## config.mk

```make
export PLATFORM = sky130hd
export DESIGN_NAME = gray_alu_arbiter
export DESIGN_NICKNAME = d
export VERILOG_FILES = /design/src/rtl/gray_alu_arbiter.sv
export SDC_FILE = /design/constraint.sdc
export NUM_CORES = 1
export LEC_CHECK = 0
export BUFFER_PORTS_ARGS = -buffer_cell sky130_fd_sc_hd__buf_2
export CORE_AREA = 2 2 67 69
export CTS_CLUSTER_DIAMETER = 30
export CTS_CLUSTER_SIZE = 16
export DETAILED_ROUTE_END_ITERATION = 7
export DIE_AREA = 0 0 69 71
export PLACE_DENSITY = 0.74
export REMOVE_ABC_BUFFERS = 1
export SYNTH_ARGS = -nofsm -noshare
export SYNTH_HDL_FRONTEND = slang
export SYNTH_SLANG_ARGS = --single-unit
```

## constraint.sdc

```tcl
create_clock -name clk -period 2.4 [get_ports clk]
set_clock_uncertainty 0.2 [all_clocks]
set_input_delay 0.12 -clock clk [delete_from_list [all_inputs] [get_ports clk]]
set_output_delay 0.12 -clock clk [all_outputs]
set_load 0.05 [all_outputs]
```

## src/rtl/gray_alu_arbiter.sv

```systemverilog
// Round-robin arbiter sharing one add/subtract + binary-to-Gray datapath between two requesters.
// Optional macro GRAY_ALU_BIN_EN adds out_bin, the raw binary result registered alongside out_gray.
module gray_alu_arbiter #(
   parameter int WIDTH = 8
) (
   input  logic             clk,
   input  logic             rst,
   input  logic             req0_valid,
   input  logic [WIDTH-1:0] req0_a,
   input  logic [WIDTH-1:0] req0_b,
   input  logic             req0_mode,
   output logic             req0_ready,
   input  logic             req1_valid,
   input  logic [WIDTH-1:0] req1_a,
   input  logic [WIDTH-1:0] req1_b,
   input  logic             req1_mode,
   output logic             req1_ready,
   output logic             out_valid,
   input  logic             out_ready,
   output logic [WIDTH:0]   out_gray,
   output logic             out_id,
`ifdef GRAY_ALU_BIN_EN
   output logic [WIDTH:0]   out_bin,
`endif
   output logic             busy
);

   // Handshakes: a request transfers in a cycle where reqN_valid and reqN_ready are
   // both high; a result transfers in a cycle where out_valid and out_ready are both high.
   typedef enum logic [1:0] {IDLE, EXEC, HOLD} state_t;

   state_t           state;
   state_t           state_next;
   logic             grant0;
   logic             grant1;
   logic             last_grant;
   logic [WIDTH-1:0] a_q;
   logic [WIDTH-1:0] b_q;
   logic             mode_q;
   logic             id_q;
   logic [WIDTH-1:0] b_eff;
   logic [WIDTH:0]   carry_in;
   logic [WIDTH:0]   r;

   // Tie goes to the requester that did not win last; reset keeps ready low.
   always_comb begin
      grant0 = 1'b0;
      grant1 = 1'b0;
      if (state == IDLE && !rst) begin
         if (req0_valid && (!req1_valid || last_grant)) grant0 = 1'b1;
         else if (req1_valid)                           grant1 = 1'b1;
      end
   end

   always_ff @(posedge clk) begin
      if (rst) state <= IDLE;
      else     state <= state_next;
   end

   always_comb begin
      state_next = state;
      case (state)
         IDLE:    if (grant0 || grant1) state_next = EXEC;
         EXEC:    state_next = HOLD;
         HOLD:    if (out_ready) state_next = IDLE;
         default: state_next = IDLE;
      endcase
   end

   always_comb begin
      req0_ready = grant0;
      req1_ready = grant1;
      busy       = (state != IDLE);
   end

   // Subtraction is A + ~B + 1, so bit WIDTH ends up as the "A >= B" flag.
   always_comb begin
      b_eff    = mode_q ? ~b_q : b_q;
      carry_in = {{WIDTH{1'b0}}, mode_q};
      r        = {1'b0, a_q} + {1'b0, b_eff} + carry_in;
   end

   always_ff @(posedge clk) begin
      if (rst) begin
         a_q        <= '0;
         b_q        <= '0;
         mode_q     <= 1'b0;
         id_q       <= 1'b0;
         last_grant <= 1'b1;
         out_valid  <= 1'b0;
         out_gray   <= '0;
         out_id     <= 1'b0;
`ifdef GRAY_ALU_BIN_EN
         out_bin    <= '0;
`endif
      end else begin
         if (grant0 || grant1) begin
            a_q        <= grant1 ? req1_a    : req0_a;
            b_q        <= grant1 ? req1_b    : req0_b;
            mode_q     <= grant1 ? req1_mode : req0_mode;
            id_q       <= grant1;
            last_grant <= grant1;
         end
         if (state == EXEC) begin
            out_gray  <= r ^ (r >> 1);
            out_id    <= id_q;
            out_valid <= 1'b1;
`ifdef GRAY_ALU_BIN_EN
            out_bin   <= r;
`endif
         end else if (state == HOLD && out_ready) begin
            out_valid <= 1'b0;
         end
      end
   end

endmodule

```

==> qor.yml, run 1 <==
tightest_slew_ns: 0.341
postSynthCellCount: 214
syn_area_um2: 1880
dp_hpwl_mm: 2.69
antenna_found_initial: 0
setup_viol_count_final: 0
worstPathRequired_ns: 2.39
drtIter0Drc: 67
dpl_cell_area_um2: 2190
dieArea_um2: 4900
area_growth_pct: 42.8
syn_area_per_cell_um2: 8.79
drt-wirelength-per-cell_um: 11.1
drive_gt1_share_pct: 28.4
maxCapViolCount: 0
crit_path_start_kind: "flip-flop"
power.density_nw_per_um2: 700
cts_htree_levels: 2
rsz0062_at_grt: "true"
layout_min_cycle_time_ns: 2.30
grt_start_max_net_pins: 36
violations: "hold timing"
worstSetupEndpointType: "flip-flop"
yosysSeqAreaShare_pct: 34.0
worstPathArrival_ns: 2.29
status: "finished with violations"
portBuffers: 52
hold_violations: 2
final_antenna_net_count: 0
report.final.slew_viol_count: 0
path_class: "reg -> reg"
dieWidth_um: 69
dr.pass1.iters: 4
holdWs_ns: -0.0137
p_leak_uw: 0.00129
initial_core_util_pct: 44.8
clk_latency_ns: 0.29
grt_pass1_vias: 1608
clock_sinks: 32
grt_overflow: 0
hp-class: "in -> reg"
clock_path_buffers: 2
rows: 24
vias: 1758
synth_cell_types: 39
clkTransAtPathRegs_ns: 0.07
die_h_um: 71
gp_congestion: 0.896
post_cts_buffers: 0
cts_buffers: 5
core_area_um2: 4200
worstSetupStartpoint: "mode_q$_SDFFE_PP0P_"
fin_util_pct: 63.9
grt_pass1_wl_mm: 6.80
ys_ff_latch: 32
track_usage_pct: 16.9
finalCritPeriodShare_pct: 95.7
crit_fanout: 4
cts_root_buffer: "clkbuf_8"
crit-reg2reg-launch: "mode_q$_SDFFE_PP0P_"
hp-start: "req0_b[0]"
antennaDiodeCount: 0
final_nets: 347
max-slew-margin-rel_pct: 77.1
ys_warn_count: 0
vias_per_cell: 5.01
drc: 0
wirelength_mm: 3.90
top_level_ports: 53
cts_tree: "done"
fmax_ghz: 0.435
irDropWorstVdd_v: 0.000281
fin_area_um2: 2690
-- synth_stat cells, drive strengths merged --
cell type / n / area, um2
clkbuf: 3 / 11.3
o22a: 1 / 8.76
nor2b: 3 / 18.8
nand2: 11 / 41.3
o211a: 2 / 20.0
dfxtp: 32 / 641
a21o: 1 / 7.51
a211oi: 20 / 150
or3: 2 / 12.5
nand3b: 3 / 22.5
inv: 7 / 26.3
nand4: 1 / 6.26
o2111ai: 1 / 8.76
and3: 1 / 6.26
o21ai: 6 / 30.0
mux2i: 20 / 200
nor2: 27 / 101
nor4: 1 / 6.26
ha: 9 / 113
o22ai: 1 / 6.26
or3b: 1 / 8.76
fa: 1 / 20.0
a2bb2oi: 1 / 8.76
o311ai: 1 / 8.76
nand4b: 1 / 8.76
buf: 10 / 67.6
a21oi: 15 / 75.1
nand2b: 4 / 25.0
nand3: 4 / 20.0
xnor2: 5 / 43.8
xor2: 12 / 105
nor3: 4 / 25.0
o211ai: 2 / 20.0
o21a: 1 / 7.51
-- worst max-delay path, stage by stage, from the launching register on --
cell and delay, ns:
dfxtp_1 0.31, buf_4 0.15, xor2_2 0.16, inv_1 0.08, fa_2 0.36, nand3b_1 0.21
nand4b_1 0.13, nand3b_1 0.09, or3_1 0.31, o311ai_1 0.21
-- power by group --
group / total [uW] / switching [uW] / internal [uW]
combinational: 745 / 417 / 329
sequential: 630 / 38.6 / 591
clock: 506 / 198 / 308
total: 1880 / 653 / 1230
-- cells in the final DEF, fill, tap and decap left out, types with 2 or more instances in the layout --
cell type	count
a211oi_1	20
a21oi_1	11
a21oi_2	4
buf_2	52
buf_4	7
clkbuf_8	5
dfxtp_1	32
dlygate4sd3_1	30
ha_1	7
ha_4	2
inv_1	7
mux2i_1	19
nand2_1	11
nand2b_1	4
nand3_1	4
nand3b_1	3
nor2_1	25
nor2_2	2
nor2b_1	3
nor3_1	3
o211a_1	2
o21ai_0	4
o21ai_1	2
or3_1	2
xnor2_1	5
xor2_1	9
xor2_2	3
-- area by class of cell --
cell class	count	area (um2)
clock buffer	6	72.6
clock inverter	2	35.0
fill	338	1520
inverter	7	26.3
multi-input combinational	162	1220
sequential	32	641
tap	52	65.1
timing repair buffer	90	624
-- path summary, 6_finish.rpt --
path,slack (ns),endpoint,depth (start not counted)
max,0.10,out_gray[6]$_SDFFE_PP0P_,9
min,-0.01,b_q[0]$_SDFFE_PP0P_,3
max reg2reg,0.10,out_gray[6]$_SDFFE_PP0P_,9
min reg2reg,0.25,out_gray[1]$_SDFFE_PP0P_,2
-- metrics by stage --
step | total power, uW | hold slack, ns | std cells | setup slack [ns] | setup TNS (ns)
after floorplan | 1130 | -0.0109 | 201 | -0.0409 | -0.0603
after global placement | 1280 | 0.210 | 313 | 0.0474 | 0
after detailed placement | 1290 | 0.219 | 313 | 0.0258 | 0
after CTS | 1840 | 0.000628 | 351 | 0.00613 | 0
after global routing | 2000 | 0.0261 | 351 | -0.0365 | -0.0402
final | 1880 | -0.0137 | 351 | 0.103 | 0
-- flip-flops by register name, indices dropped and copies added, names as in the netlist --
signal,flops
id_q,1
out_valid,1
last_grant,1
b_q,8
mode_q,1
out_gray,9
a_q,8
state,2
out_id,1
-- metal layers --
metal / vias to the layer above / part of all wire [%] / track usage, %
met4: 0 / 1.4 / 5.88
met1: 781 / 46 / 20.1
met2: 40 / 48 / 29.6
li1: 932 / - / -
met3: 5 / 4.8 / 4.42
met5: - / 0 / 0
-- cells by family after synthesis --
| group | after synthesis | share of synthesized area [%] |
|---|---|---|
| AO/OA/AOI/OAI | 52 | 18.7 |
| XOR/XNOR | 17 | 7.91 |
| adder cells (fa/ha/maj) | 10 | 7.05 |
| buffers and inverters | 20 | 5.59 |
| flip-flops | 32 | 34.0 |
| multiplexers | 20 | 10.6 |
| AND/OR/NAND/NOR | 63 | 16.1 |
-- what timing repair did --
action / 4_1_cts / 5_1_grt
hold buffers: 30 / 0
resized for setup: 0 / 18
endpoints found under the setup margin: 0 / 18
endpoints found under the hold margin: 17 / 0
Power figures use the tool's default switching activity.
==> run 2: changes to the inputs <==
CELL_PAD_IN_SITES_DETAIL_PLACEMENT = 0   (was default)
CELL_PAD_IN_SITES_GLOBAL_PLACEMENT = 1   (was default)
CORE_AREA = 2 2 78 80   (was 2 2 67 69)
DIE_AREA = 0 0 80 82   (was 0 0 69 71)
PLACE_DENSITY = default   (was 0.74)
PLACE_DENSITY_LB_ADDON = 0.1   (was default)
==> qor.yml, run 2 (synthesis results as in run 1) <==
setup_viol_count_final: 0  # unchanged
vias: 1703  # -3.1%
routed-wl-met3_um: 219  # +17%
grt_overflow: 0  # unchanged
drtIter0Drc: 29  # -57%
dr.pass1.iters: 4  # unchanged
crit-reg2reg-launch: "mode_q$_SDFFE_PP0P_"
hold_violations: 6  # +4
crit_path_start_kind: "flip-flop"
initial_core_util_pct: 32.8  # -12 points
crit_fanout: 7  # +3
path_class: "reg -> reg"
cts_root_buffer: "clkbuf_8"
worstPathArrival_ns: 2.30  # about the same
slowest_delay_ns: 0.32  # -0.04 ns
reg_top3: "out_gray: 9 flops, a_q: 8 flops, b_q: 8 flops"
clk_latency_ns: 0.28  # about the same
drc: 0  # unchanged
dieWidth_um: 80  # +16%
grt_start_max_net_pins: 36  # unchanged
cts_tree: "done"
fmax_ghz: 0.433  # -0.48%
finalCritPeriodShare_pct: 96.2  # +0.46 points
rsz0062_at_grt: "true"
report.final.slew_viol_count: 0  # unchanged
holdWs_ns: -0.00673  # +0.00701 ns
nFillCells: 590  # +75%
p_seq_share_pct: 35.6  # +2.1 points
clock_path_buffers: 2  # unchanged
pwr-share-clk_pct: 21.8  # -5.1 points
worstSetupStartpoint: "mode_q$_SDFFE_PP0P_"
top_register: "out_gray"
worstSetupEndpointType: "flip-flop"
wirelength_mm: 4.11  # +5.4%
p_leak_uw: 0.00127  # -1.9%
power.density_nw_per_um2: 666  # -4.9%
wl_met2_mm: 1.84  # -1.7%
maxCapViolCount: 0  # unchanged
rows: 28  # +17%
hp-class: "in -> reg"
clock_sinks: 32  # unchanged
status: "finished with violations"
grt_pass1_vias: 1548  # -3.7%
grt_pass1_wl_mm: 6.75  # -0.71%
worstPathCellList: "buf_4 > xor2_2 > ha_1 > a21oi_2 > mux2i_1 > nand3b_1 > or3_1 > o311ai_1"
max-slew-margin-rel_pct: 76.8  # -0.37 points
final_nets: 345  # -0.58%
die_h_um: 82  # +15%
cp_slowest_cell: "dfxtp_2"
final_cell_mix: "52 x buf_2, 31 x dfxtp_1, 25 x nor2_1"
antenna_found_initial: 0  # unchanged
worst-path-buf-inv: 1  # -1
drt-wirelength-per-cell_um: 11.1  # -0.25%
vias_per_cell: 4.59  # -8.4%
worstPathRequired_ns: 2.40  # about the same
layout_commonest_cell: "buf_2"
p_comb_share_pct: 42.5  # +2.9 points
internal_power_uw: 1120  # -8.4%
clkTransAtPathRegs_ns: 0.07  # about the same
violations: "hold timing"
met1_length_mm: 1.99  # +12%
track_usage_pct: 13.1  # -3.8 points
antennaDiodeCount: 0  # unchanged
cts_htree_levels: 2  # unchanged
irDropWorstVdd_v: 0.000223  # -20%
drive_gt1_share_pct: 31.1  # +2.7 points
gp_congestion: 0.783  # -13%
p_sw_share_pct: 36.7  # +1.9 points
dieArea_um2: 6560  # +34%
largest_reg_flops: 9  # unchanged
hp-start: "req0_b[7]"
fin_setup_tns_ns: 0  # unchanged
layout_min_cycle_time_ns: 2.31  # +0.0110 ns
tightest_slew_ns: 0.349  # +0.00786 ns
core_area_um2: 5750  # +37%
final_antenna_net_count: 0  # unchanged
cts_buffers: 5  # unchanged
maxUsedRoutingLayer: "met4"
portBuffers: 52  # unchanged
critical-path-top-delay-family: "compound AO/OA/AOI/OAI gates"
top_level_ports: 53  # unchanged
power_switching_uw: 650  # -0.44%
dp_hpwl_mm: 2.99  # +11%
area_growth_pct: 41.7
## run 2: cell count changes in the layout (fill, tap and decap cells not counted), moves of 2 or more
cell | before | now
dlygate4sd3_1 | 30 | 23
ha_1 | 7 | 5
ha_2 | 0 | 2
buf_4 | 7 | 11
## run 2: worst paths after layout
check / slack (ns) / to / cells past startpoint
max: 0.09 / out_gray[6]$_SDFFE_PP0P_ / 8
min: -0.007 / b_q[7]$_SDFFE_PP0P_ / 3
max reg2reg: 0.09 / out_gray[6]$_SDFFE_PP0P_ / 8
min reg2reg: 0.25 / out_gray[1]$_SDFFE_PP0P_ / 2
## run 2: through the flow
| step | cell area, um2 | setup WS [ns] | utilization, % | cells | power (uW) |
|---|---|---|---|---|---|
| final | 2670 | 0.0923 | 46.4 | 371 | 1770 |
| after global routing | 2670 | -0.00821 | 46.4 | 371 | 1910 |
| after CTS | 2560 | 0.0216 | 44.5 | 369 | 1750 |
| after detailed placement | 2240 | -0.0215 | 39.0 | 339 | 1320 |
| after global placement | 2240 | 0.0303 | 39.0 | 339 | 1310 |
| after floorplan | 1800 | -0.0409 | - | 201 | 1130 |
## run 2: power by group through the flow
| stage | clock network [uW] | logic, uW | registers [uW] |
|---|---|---|---|
| after floorplan | 0 | 412 | 722 |
| after global placement | 0 | 674 | 640 |
| after detailed placement | 0 | 675 | 641 |
| after CTS | 401 | 717 | 629 |
| after global routing | 428 | 839 | 641 |
| final | 387 | 755 | 632 |
## run 2: layout make-up
cell class / count / area (um2) / share of cell area, %
multi-input combinational: 162 / 1230 / 46.2
sequential: 32 / 642 / 24.1
timing repair buffer: 88 / 596 / 22.3
tap: 75 / 93.8 / 3.52
clock buffer: 6 / 72.6 / 2.72
inverter: 7 / 26.3 / 0.985
clock inverter: 1 / 5.00 / 0.188
## run 2: timing repair
item                                    4_1_cts  5_1_grt
resized for setup                             2       20
hold buffers                                 23        0
buffers inserted                              0        2
endpoints found under the setup margin        2       15
pin swaps                                     0        3
hold endpoints to repair                     15        0
## run 2: layer usage
| metal | global-route usage (%) | vias to the layer above |
|---|---|---|
| li1 | - | 919 |
| met1 | 16.3 | 738 |
| met2 | 21.4 | 41 |
| met3 | 3.96 | 5 |
| met4 | 5.08 | 0 |
| met5 | 0 | - |
## run 2: worst min-delay path, stage by stage
cell and delay [ns]:
buf_2 0.09, mux2i_1 0.13, a211oi_1 0.08
